<file path="src/rtl/axis_packet_arbiter.sv">
// Packet-level round-robin arbiter merging NUM_STREAMS AXI-Stream inputs onto one output.
// A grant is held for a whole packet (through tlast); data paths are purely combinational.
//
// state  | meaning
// S_IDLE | no grant; scan requesters from ptr when c_enable=1
// S_PASS | stream g owns the output until its tlast beat transfers
module axis_packet_arbiter #(
    parameter int AXIS_BYTES     = 1,
    parameter int AXIS_USER_BITS = 1,
    parameter int NUM_STREAMS    = 2
) (
    input  logic                                   clk,
    input  logic                                   areset,
    input  logic                                   c_enable,
    output logic                                   c_busy,
    output logic [NUM_STREAMS-1:0]                 c_grant,
    input  logic [NUM_STREAMS-1:0]                 axis_i_tvalid,
    output logic [NUM_STREAMS-1:0]                 axis_i_tready,
    input  logic [NUM_STREAMS-1:0]                 axis_i_tlast,
    input  logic [NUM_STREAMS*AXIS_BYTES*8-1:0]    axis_i_tdata,
    input  logic [NUM_STREAMS*AXIS_USER_BITS-1:0]  axis_i_tuser,
    output logic                                   axis_o_tvalid,
    input  logic                                   axis_o_tready,
    output logic                                   axis_o_tlast,
    output logic [AXIS_BYTES*8-1:0]                axis_o_tdata,
    output logic [AXIS_USER_BITS-1:0]              axis_o_tuser
);

    localparam int DW    = AXIS_BYTES * 8;
    localparam int UW    = AXIS_USER_BITS;
    localparam int IDX_W = $clog2(NUM_STREAMS);

    typedef enum logic {
        S_IDLE,
        S_PASS
    } state_t;

    state_t             state;
    logic [IDX_W-1:0]   ptr;
    logic [IDX_W-1:0]   g;
    logic [IDX_W-1:0]   arb_idx;
    logic [IDX_W-1:0]   cand;
    logic               arb_found;
    logic               sel_valid;
    logic               pkt_end;

    // First requester at or after ptr, wrapping past the top index.
    always_comb begin
        arb_found = 1'b0;
        arb_idx   = ptr;
        cand      = '0;
        for (int i = 0; i < NUM_STREAMS; i++) begin
            cand = IDX_W'((int'(ptr) + i) % NUM_STREAMS);
            if (!arb_found && axis_i_tvalid[cand]) begin
                arb_found = 1'b1;
                arb_idx   = cand;
            end
        end
    end

    always_comb begin
        axis_o_tdata  = '0;
        axis_o_tuser  = '0;
        axis_o_tlast  = 1'b0;
        sel_valid     = 1'b0;
        axis_i_tready = '0;
        for (int k = 0; k < NUM_STREAMS; k++) begin
            if (IDX_W'(k) == g) begin
                axis_o_tdata     = axis_i_tdata[k*DW +: DW];
                axis_o_tuser     = axis_i_tuser[k*UW +: UW];
                axis_o_tlast     = axis_i_tlast[k];
                sel_valid        = axis_i_tvalid[k];
                axis_i_tready[k] = c_busy & axis_o_tready;
            end
        end
    end

    assign axis_o_tvalid = c_busy & sel_valid;
    assign pkt_end       = axis_o_tvalid & axis_o_tready & axis_o_tlast;

    always_ff @(posedge clk or posedge areset) begin
        if (areset) begin
            state   <= S_IDLE;
            ptr     <= '0;
            g       <= '0;
            c_busy  <= 1'b0;
            c_grant <= '0;
        end else begin
            case (state)
                S_IDLE: begin
                    if (c_enable && arb_found) begin
                        state   <= S_PASS;
                        g       <= arb_idx;
                        c_busy  <= 1'b1;
                        c_grant <= NUM_STREAMS'(1) << arb_idx;
                    end
                end
                S_PASS: begin
                    // c_enable is deliberately ignored here so a packet is never cut short.
                    if (pkt_end) begin
                        state   <= S_IDLE;
                        ptr     <= (int'(g) == NUM_STREAMS - 1) ? '0 : g + 1'b1;
                        c_busy  <= 1'b0;
                        c_grant <= '0;
                    end
                end
                default: begin
                    state   <= S_IDLE;
                    c_busy  <= 1'b0;
                    c_grant <= '0;
                end
            endcase
        end
    end

endmodule
</file>
<file path="config.mk">
export PLATFORM = sky130hd
export DESIGN_NAME = axis_packet_arbiter
export DESIGN_NICKNAME = d
export VERILOG_FILES = /design/src/rtl/axis_packet_arbiter.sv
export SDC_FILE = /design/constraint.sdc
export NUM_CORES = 1
export LEC_CHECK = 0
export ABC_CLOCK_PERIOD_IN_PS = 1600
export BUFFER_PORTS_ARGS = -buffer_cell sky130_fd_sc_hd__buf_2
export CAP_MARGIN = 25
export CORE_MARGIN = 4
export CORE_UTILIZATION = 30
export DETAILED_ROUTE_END_ITERATION = 6
export PLACE_DENSITY = 0.73
export SKIP_CTS_REPAIR_TIMING = 1
export SYNTH_ARGS = -nofsm -noshare
export SYNTH_HDL_FRONTEND = slang
export SYNTH_SLANG_ARGS = --single-unit
</file>
<file path="constraint.sdc">
create_clock -name clk -period 1.6 [get_ports clk]
set_clock_uncertainty 0.2 [all_clocks]
set_input_delay 0.24 -clock clk [delete_from_list [all_inputs] [get_ports clk]]
set_output_delay 0.24 -clock clk [all_outputs]
set_load 0.01 [all_outputs]
</file>
== After elaboration in Yosys (flattened, before gate mapping) ==
Cells that the tools add are included.
W data, S select, Z words.
Cells by class
  bitwise logic cells: 5
  equality and inequality tests: 2
  $add $sub $neg: 2
  reduce and logical (&&, ||, !) cells: 6
  shifts and indexed selects: 1
  muxes and demuxes: 23
  order comparisons: 2
Operator list (number)
  $mux W1: 17
  $mux W8: 1
  $reduce_and A2 Y1: 3
  $and A1 B1 Y1: 4
  $lt A1 B2 Y1 const B: 2
  $mux W2: 2
  $pmux W1 S2: 2
  $pmux W2 S2: 1
  $add A1 B1 Y1 const B: 2
  $logic_and A1 B1 Y1: 2
  $ne A2 B1 Y1 const B: 1
  $ne A2 B2 Y1 const B: 1
  $shl A1 B1 Y2 const A: 1
  $logic_not A1 Y1: 1
  $not A1 Y1: 1
Storage, ports and cells
  output and inout port bits: 16
  word-level logic and storage cells: 46
  input port bits: 26
  flip-flop bits (word level): 6

== Logic depth before layout (Yosys ltp) ==
Gate-level depths: netlist of the first run.
  word-level depth: 9
  mapped depth: 3
  mapped depth without buffers: 3

== Worst setup path after synthesis of the first run ==
OpenSTA, ideal clock, no wires.
  path type: reg2reg
  start: reg g
  end: reg c_grant[0]
  stages on the path, launching flop included: 4
  setup time: 120 ps
  period minus slack after synthesis: 1597 ps
  arrival: 1277 ps
  data required time: 1280 ps
  path buffers: 0
  slack: 3 ps
  path through: dfrtp_1 mux2i_1 or4_1 a31o_1
On the way
  word-level cells in the longest chain between the ends: 6
  elaborated cells between the ends (all ways): 7
  classes of those cells: 1 x eq/ne; 2 x mux; 3 x bitwise; 1 x reduce/logical
RTL lines
  start, declared: RTL line 40  | logic [IDX_W-1:0] g;
  start signal, assigned: RTL line 93  | g <= arb_idx;
  $mux W1: RTL line 68  | if (IDX_W'(k) == g) begin
  $and A1 B1 Y1: RTL line 78  | assign axis_o_tvalid = c_busy & sel_valid;
  $and A1 B1 Y1: RTL line 79  | assign pkt_end = axis_o_tvalid & axis_o_tready & axis_o_tlast;
  $and A1 B1 Y1 *: RTL line 79
  $ne A2 B1 Y1 (no line) *
  $reduce_and A2 Y1 (no line) *
  end signal, assigned: RTL line 95  | c_grant <= NUM_STREAMS'(1) << arb_idx;
  end, declared: RTL line 16  | output logic [NUM_STREAMS-1:0] c_grant,
Mark *: on every way between the ends. The rest lies on a longest branch, timed or not.
A chain may end at the register's enable or synchronous reset.

== Final worst setup path of the first run ==
  start: reg g
  end: out axis_o_tdata[3]
On the way
  word-level cells in the longest chain between the ends: 1
RTL lines
  $mux W8: RTL line 68
  end, declared: RTL line 25  | output logic [AXIS_BYTES*8-1:0] axis_o_tdata,
Every way passes these cells.

==> results of run 1 <==
[Yosys cell counts (all sizes together), types with 2 or more instances]
cell type	instances
mux2	10
inv	5
nand2	2
a21oi	4
and3	3
mux2i	2
o21ai	2
dfrtp	6
[worst max path at each step]
stage               start         endpoint  slack (ns)  cells past startpoint
CTS                     g  axis_o_tdata[5]       -0.19                      3
floorplan               g       c_grant[0]       0.003                      3
global placement        g       c_grant[0]        0.02                      3
finish                  g  axis_o_tdata[3]       -0.14                      3
detailed placement      g       c_grant[0]       -0.01                      3
global route            g  axis_o_tdata[3]       -0.19                      3
[power by group]
part,internal (W),switching [W]
registers,0.000221,0.0000546
logic,0.000398,0.000318
clock network,0.0000848,0.0000546
total,0.000705,0.000427
[layout by cell type (no fill, tap or decap), drive strengths merged]
master       count
inv              5
mux2            10
nor4             1
or4              1
nand2            2
a21oi            4
o41ai            1
buf             46
nor2b            1
nor2             1
mux2i            2
and3             3
clkbuf           3
a31o             1
dfrtp            6
dlygate4sd3      1
o21ai            2
[logic make-up after synthesis]
| group | count (synthesis) | synth area share |
|---|---|---|
| mux | 12 | 0.324 |
| compound gates | 8 | 0.116 |
| buf+inv | 6 | 0.0550 |
| flops | 6 | 0.367 |
| simple gates | 9 | 0.138 |
[state kept, by name (all words and copies together) (netlist names)]
register and count:
g 1, ptr 1, c_grant 2, c_busy 1, state 1
[metal layers]
metal  GRT usage  vias up
met5           0        -
met4      0.0877        0
met3      0.0438        4
met2       0.251       18
met1       0.150      237
li1            -      250
[metrics by stage]
stage           util  cell area, sq um  hold slack [ns]
5_1_grt        0.596               766           0.0749
3_5_place_dp   0.513               659          -0.0305
3_3_place_gp   0.513               659          -0.0320
4_1_cts        0.531               682           -0.290
2_1_floorplan      -               409           -0.169
6_report       0.596               766           0.0699
[worst min-delay path, cell delays in order]
cell and delay [ns]:
buf_2 0.10, o21ai_0 0.07, a21oi_1 0.07
[final cells by class]
class	instances	area, sq um	share of cell area
Timing Repair Buffer	47	288	0.376
Multi-Input combinational cell	29	267	0.348
Sequential cell	6	151	0.198
Clock buffer	3	22.5	0.0294
Inverter	5	18.8	0.0245
Tap cell	15	18.8	0.0245
==> run_results.csv, run 1 <==
group,metric,value,unit
detailed_routing,wl_per_cell,13.9,microns
clock_tree,worstSkewPairLatency,0.24,ns
global_routing,grt.total_usage,0.145,
synthesis,synthArstFlopShare,1.00,
detailed_routing,drt_iter0_drc,6,
finish,drive_gt1_frac,0.711,
detailed_routing,totalWireLength,1460,microns
synthesis,synth_area,409,sq um
power_and_ir_drop,power_density,1480,nW/um^2
floorplanning,die-height,44.9,microns
synthesis,synth_top_area_cell,"dfrtp_1",
timing,fin_ws,-0.139,ns
synthesis,yosysWarnings,0,
synthesis,synth_top_cell_area_share,0.367,
power_and_ir_drop,p_leak,0.435,nW
clock_tree,cts_buffers,3,
floorplanning,dieWidth,44.9,microns
placement,dp_hpwl,1110,microns
synthesis,ys_ff_latch,6,
detailed_routing,drc,0,
detailed_routing,vias_per_cell,4.85,
finish,num_antenna_cells,0,
timing,rsz0062_at_grt,"yes",
detailed_routing,routed-via-count,509,
synthesis,syn-num-nets,67,
worst_setup_path,path_delay_family,"flip-flops",
clock_tree,htree_levels,1,
placement,dp_cells,100,
global_routing,grt_pass1_wl,2080,microns
synthesis,ys_types,17,
floorplanning,io_pins,42,
synthesis,synth-main-ff-cell,"dfrtp_1",
clock_tree,cts_tree,"yes",
floorplanning,num_rows,13,
outcome,violations,"setup timing",
worst_setup_path,rrSetupSlack,-0.06,ns
worst_setup_path,crit_type,"flop to output pin",
worst_setup_path,cpPeakStageDelay,0.42,ns
worst_setup_path,path_cells,"buf_4, mux2_2, buf_2",
finish,area_delta_synth_final,87.2,%
synthesis,synth_edf_count,0,
worst_setup_path,arrival,1.30,ns
detailed_routing,first_pass_iters,3,
timing,fin_crit,1.74,ns
floorplanning,core_area,1280,sq um
worst_setup_path,start_kind,"flop",
synthesis,syn_inst,41,
worst_setup_path,end_kind,"output pin",
hold_path,min_from,"c_enable",
outcome,status,"finished, violations left",
worst_setup_path,path_buf_inv,2,
worst_setup_path,worstPathRequired,1.16,ns
detailed_routing,wl_met3,132,microns
hold_path,hp-class,"input pin to flop",
floorplanning,die_area,2020,sq um
timing,timing.slew.headroom,0.692,
timing,fin_setup_tns,-1.39,ns
power_and_ir_drop,irDropWorstVdd,0.601,mV
finish,finalNetCount,118,
clock_tree,cts_max_path_buffers,2,
timing,fin_crit_sh,1.09,
global_routing,overflow,0,
placement,place_congestion,0.760,
power_and_ir_drop,p_total,0.00113,W
synthesis,avgSynthCellArea,9.98,sq um
clock_tree,path_clk_slew,0.05,ns
clock_tree,clock-root-buffer,"clkbuf_4",
placement,portBuffers,41,
worst_setup_path,critPathSlowestCell,"dfrtp_2",
timing,clock.fmax,0.575,GHz
detailed_routing,highest_layer,"met4",
detailed_routing,final_antenna_net_count,0,
worst_setup_path,cp_max_fo,5,
floorplanning,floorplan.initialDensity,0.318,
placement,dp_slack,-0.0145,ns
synthesis,synth.top_cells.by_area,"dfrtp_1 (37%), mux2_2 (25%), a21oi_1 (4.9%)",
timing,hold_viol,0,
global_routing,grt_max_degree,12,
finish,finalNonFillerCells,105,
worst_setup_path,reg2reg_to,"c_grant[0]",
global_routing,grt_pass1_vias,482,
global_routing,antenna_found_initial,0,
hold_path,holdPathStages,3,
timing,setup_viol,13,
hold_path,holdPathEnd,"state",
timing,worstMarginPinSlew,0.458,ns
synthesis,synth_seq_area_share,0.367,
worst_setup_path,r2r.worst_path.cells,3,
worst_setup_path,r2r-start,"g",
clock_tree,cts_sinks,6,
run,cap_violations,0,
timing,final_max_slew_viol_count,0,
finish,n_fill_cell,114,
detailed_routing,route.met2.wl,780,microns
detailed_routing,met1_length,514,microns
(Power assumes the default switching activity.)
==> run 2, diff against run 1 <==
PLACE_DENSITY = 0.76   (was 0.73)
RECOVER_POWER = 25   (was not set)
==> run_results.csv, run 2 (same netlist as run 1, synthesis figures left out) <==
group,metric,value,unit
worst_setup_path,critPathSlowestCell,"dfrtp_2",
detailed_routing,routed-via-count,521,
floorplanning,num_rows,13,
finish,finalNetCount,118,
floorplanning,dieWidth,44.9,microns
outcome,violations,"setup timing",
detailed_routing,final_antenna_net_count,0,
timing,setup_viol,14,
worst_setup_path,arrival,1.30,ns
detailed_routing,drt_iter0_drc,4,
global_routing,antenna_found_initial,0,
global_routing,use_met1,0.125,
worst_setup_path,start_kind,"flop",
global_routing,globalRouteMet3Util,0.0319,
finish,regMostFlops,"c_grant",
floorplanning,die-height,44.9,microns
clock_tree,cts_tree,"yes",
global_routing,grt_pass1_wl,1880,microns
timing,worstMarginPinSlew,0.450,ns
finish,largest_reg_flops,2,
floorplanning,floorplan.initialDensity,0.318,
worst_setup_path,cp.depth,3,
timing,timing.slew.headroom,0.697,
worst_setup_path,r2r-start,"g",
outcome,status,"finished, violations left",
placement,place_area,659,sq um
detailed_routing,totalWireLength,1490,microns
worst_setup_path,cp_max_fo,5,
detailed_routing,drc,0,
floorplanning,die_area,2020,sq um
worst_setup_path,worstPathRequired,1.16,ns
worst_setup_path,crit_type,"flop to output pin",
worst_setup_path,rrSetupSlack,-0.11,ns
worst_setup_path,cp-endpoint,"axis_o_tdata[3]",
timing,fin_ws,-0.139,ns
timing,fin_setup_tns,-1.61,ns
placement,place_congestion,0.753,
finish,area_delta_synth_final,97.6,%
worst_setup_path,path_delay_family,"flip-flops",
power_and_ir_drop,irDropWorstVdd,0.789,mV
worst_setup_path,path_cells,"buf_6, mux2_2, buf_6",
hold_path,hp-class,"input pin to flop",
clock_tree,path_clk_slew,0.05,ns
timing,clock.fmax,0.575,GHz
floorplanning,io_pins,42,
detailed_routing,wl_per_cell,14.2,microns
floorplanning,core_area,1280,sq um
finish,num_antenna_cells,0,
clock_tree,cts_max_path_buffers,2,
timing,rsz0062_at_grt,"yes",
global_routing,grt_max_degree,11,
timing,hold_viol,0,
run,cap_violations,0,
clock_tree,cts_buffers,3,
clock_tree,worstSkewPairLatency,0.24,ns
finish,final_cell_mix,"buf_2 (33), buf_6 (11), mux2_4 (6)",
clock_tree,htree_levels,1,
timing,final_max_slew_viol_count,0,
finish,layout_commonest_cell,"buf_2",
clock_tree,cts_sinks,6,
global_routing,grt_pass1_vias,468,
global_routing,grt_util_met2,0.229,
placement,dp_slack,-0.0288,ns
detailed_routing,vias_per_cell,4.96,
worst_setup_path,path_buf_inv,2,
worst_setup_path,cp_common_cell,"buf_6",
worst_setup_path,end_kind,"output pin",
worst_setup_path,reg2reg_to,"c_grant[0]",
worst_setup_path,cpPeakStageDelay,0.45,ns
placement,portBuffers,41,
global_routing,grt.total_usage,0.130,
worst_setup_path,cp-startpoint,"g",
worst_setup_path,r2r.worst_path.cells,3,
power_and_ir_drop,power_density,1490,nW/um^2
finish,drive_gt1_frac,0.711,
detailed_routing,first_pass_iters,2,
finish,final_area,808,sq um
finish,final_core_util,0.629,
timing,fin_crit_sh,1.09,
clock_tree,clock-root-buffer,"clkbuf_4",
power_and_ir_drop,p_leak,0.449,nW
global_routing,overflow,0,
placement,dp_hpwl,1070,microns
timing,fin_crit,1.74,ns
power_and_ir_drop,p_total,0.00121,W
global_routing,grt.busiest_layer,"met2",
[run 2: cell counts in the layout (fill, tap and decap cells not counted)]
No cell type changed its count.
[run 2: cell type report]
cell class	instances	area (sq um)
clock buffer	3	22.5
multi-input combinational	29	283
tap	15	18.8
timing repair buffer	47	314
fill	102	477
inverter	5	18.8
sequential	6	151
[run 2: tightest hold or removal path, delay by kind of cell]
| kind | cells | cell delay [ns] |
|---|---|---|
| buffers and inverters | 1 | 0.10 |
| AOI/OAI and AO/OA | 2 | 0.13 |
[run 2: per-layer routing]
| metal | vias up | part of all wire | wire length, microns |
|---|---|---|---|
| met2 | 23 | 0.53 | 786 |
| met1 | 240 | 0.34 | 506 |
| met4 | 0 | 0.051 | 76 |
| met3 | 9 | 0.081 | 121 |
| li1 | 249 | - | - |
| met5 | - | 0 | 0 |
[run 2: worst min-delay path by stage]
stage | depth (start not counted) | slack, ns | startpoint | to
floorplan | 1 | -0.17 | areset | c_busy
global placement | 2 | -0.04 | areset | ptr
detailed placement | 2 | -0.03 | areset | ptr
CTS | 2 | -0.29 | areset | c_busy
global route | 3 | 0.11 | c_enable | state
finish | 3 | 0.06 | c_enable | state
[run 2: power by group]
| group | switching (W) | internal [W] | leakage (nW) |
|---|---|---|---|
| clock network | 0.0000519 | 0.0000847 | 0.0138 |
| logic | 0.000321 | 0.000453 | 0.366 |
| registers | 0.0000734 | 0.000222 | 0.0692 |
[run 2: per-stage QoR]
step                hold slack, ns  cells
floorplan                   -0.169     41
global placement           -0.0364    100
detailed placement         -0.0339    100
CTS                         -0.293    103
global route                 0.106    105
finish                      0.0648    105
==> run 3, diff against run 2 <==
--- a/config.mk
+++ b/config.mk
@@ -12,4 +12,5 @@
 export CORE_UTILIZATION = 30
 export DETAILED_ROUTE_END_ITERATION = 6
+export MAX_ROUTING_LAYER = met4
 export PLACE_DENSITY = 0.76
 export RECOVER_POWER = 25
==> constraint.sdc (replaced) <==
create_clock -name clk -period 1.6 [get_ports clk]
set_clock_uncertainty 0.2 [all_clocks]
set_input_delay 0.4 -clock clk [delete_from_list [all_inputs] [get_ports clk]]
set_output_delay 0.4 -clock clk [all_outputs]
set_load 0.01 [all_outputs]
==> run_results.csv, run 3 (same netlist as run 1, synthesis figures left out) <==
group,metric,value,unit
outcome,status,"finished, violations left",
outcome,violations,"setup timing",
timing,fin_hold_ws,0.233,ns
finish,largest_reg_flops,2,
worst_setup_path,crit_type,"flop to output pin",
global_routing,overflow,0,
worst_setup_path,cp_max_fo,6,
clock_tree,cts_max_path_buffers,2,
finish,final_core_util,0.621,
detailed_routing,final_antenna_net_count,0,
power_and_ir_drop,p_total,0.00117,W
hold_path,hp-class,"input pin to flop",
finish,finalNetCount,117,
finish,n_fill_cell,106,
clock_tree,clock-root-buffer,"clkbuf_4",
floorplanning,floorplan.initialDensity,0.318,
clock_tree,worstSkewPairLatency,0.24,ns
finish,regMostFlops,"c_grant",
worst_setup_path,critPathSlowestCell,"dfrtp_2",
worst_setup_path,r2r.worst_path.cells,3,
timing,fin_crit_sh,1.18,
worst_setup_path,worstPathRequired,1.00,ns
worst_setup_path,start_kind,"flop",
detailed_routing,wl_per_cell,13.6,microns
placement,dp_slack,-0.0924,ns
finish,num_antenna_cells,0,
power_and_ir_drop,irDropWorstVdd,0.950,mV
clock_tree,htree_levels,1,
clock_tree,cts_tree,"yes",
clock_tree,path_clk_slew,0.04,ns
timing,rsz0062_at_grt,"yes",
finish,drive_gt1_frac,0.697,
hold_path,holdPathStages,3,
timing,fin_setup_tns,-3.24,ns
floorplanning,die_area,2020,sq um
floorplanning,core_area,1280,sq um
timing,fin_ws,-0.284,ns
detailed_routing,routed-via-count,497,
global_routing,antenna_found_initial,0,
global_routing,grt_pass1_vias,440,
hold_path,holdPathEnd,"state",
finish,multi_input_area,278,sq um
placement,portBuffers,41,
finish,regArea,151,sq um
worst_setup_path,cp_common_cell,"buf_6",
timing,worstMarginPinSlew,0.282,ns
power_and_ir_drop,p_leak,0.455,nW
global_routing,grt_pass1_wl,1790,microns
timing,setup_viol,15,
hold_path,min_from,"c_enable",
finish,layout_commonest_cell,"buf_2",
finish,final_cell_mix,"buf_2 (32), buf_6 (11), mux2_4 (9)",
timing,clock.fmax,0.531,GHz
clock_tree,cts_sinks,6,
timing,hold_viol,0,
detailed_routing,vias_per_cell,4.78,
placement,dp_hpwl,1070,microns
placement,place_congestion,0.907,
global_routing,grt_max_degree,7,
worst_setup_path,path_cells,"buf_6, mux2_4, buf_6",
detailed_routing,totalWireLength,1410,microns
worst_setup_path,path_buf_inv,2,
detailed_routing,drc,0,
clock_tree,cts_buffers,3,
timing,fin_crit,1.88,ns
run,cap_violations,0,
floorplanning,num_rows,13,
finish,area_delta_synth_final,95.1,%
detailed_routing,drt_iter0_drc,6,
floorplanning,dieWidth,44.9,microns
worst_setup_path,r2r-start,"g",
worst_setup_path,reg2reg_to,"c_grant[0]",
worst_setup_path,cpPeakStageDelay,0.46,ns
worst_setup_path,rrSetupSlack,-0.12,ns
floorplanning,io_pins,42,
worst_setup_path,arrival,1.28,ns
timing,timing.slew.headroom,0.808,
floorplanning,die-height,44.9,microns
power_and_ir_drop,power_density,1470,nW/um^2
worst_setup_path,end_kind,"output pin",
global_routing,grt.total_usage,0.129,
detailed_routing,first_pass_iters,4,
timing,final_max_slew_viol_count,0,
worst_setup_path,path_delay_family,"flip-flops",
[run 3: cell count changes in the layout (fill, tap and decap cells not counted)]
cell / before / now
mux2_2: 3 / 0
mux2_4: 6 / 9
buf_2: 33 / 32
mux2i_2: 1 / 2
mux2i_4: 1 / 0
o41ai_1: 0 / 1
o41ai_2: 1 / 0
[run 3: tightest hold or removal path, delay by kind of cell]
family / cells / cell delay [ns]
buffers and inverters: 1 / 0.10
AOI/OAI and AO/OA: 2 / 0.13
[run 3: final cells by class]
class | count | share of cell area
repair buffers | 46 | 0.387
multi-input cells | 29 | 0.348
flip-flops and latches | 6 | 0.190
clock buffers | 3 | 0.0282
inverters | 5 | 0.0235
well taps | 15 | 0.0235
[run 3: power breakdown]
group	total, W	internal [W]	switching [W]
Sequential	0.000286	0.000221	0.0000647
Clock	0.000133	0.0000844	0.0000487
Combinational	0.000751	0.000439	0.000312
Total	0.00117	0.000744	0.000426
[run 3: how the worst max path moves through the flow]
stage	from	cells after the start	slack, ns	to
detailed placement	g	3	-0.09	axis_o_tdata[0]
global placement	g	3	-0.07	axis_o_tdata[4]
global route	g	3	-0.33	axis_o_tdata[1]
finish	g	3	-0.28	axis_o_tuser
floorplan	g	3	0.003	c_grant[0]
CTS	g	3	-0.36	axis_o_tdata[0]
[run 3: metrics by stage]
step,std cells,cell area [sq um]
after floorplan,41,410
after global placement,100,659
after detailed placement,100,659
after CTS,103,682
after global routing,104,798
final,104,798
[run 3: layer usage]
metal | track usage | share of wire | routed length, microns
met5 | - | 0 | 0
met4 | 0.0351 | 0 | 0
met3 | 0.0637 | 0.10 | 147
met2 | 0.203 | 0.52 | 739
met1 | 0.145 | 0.37 | 528
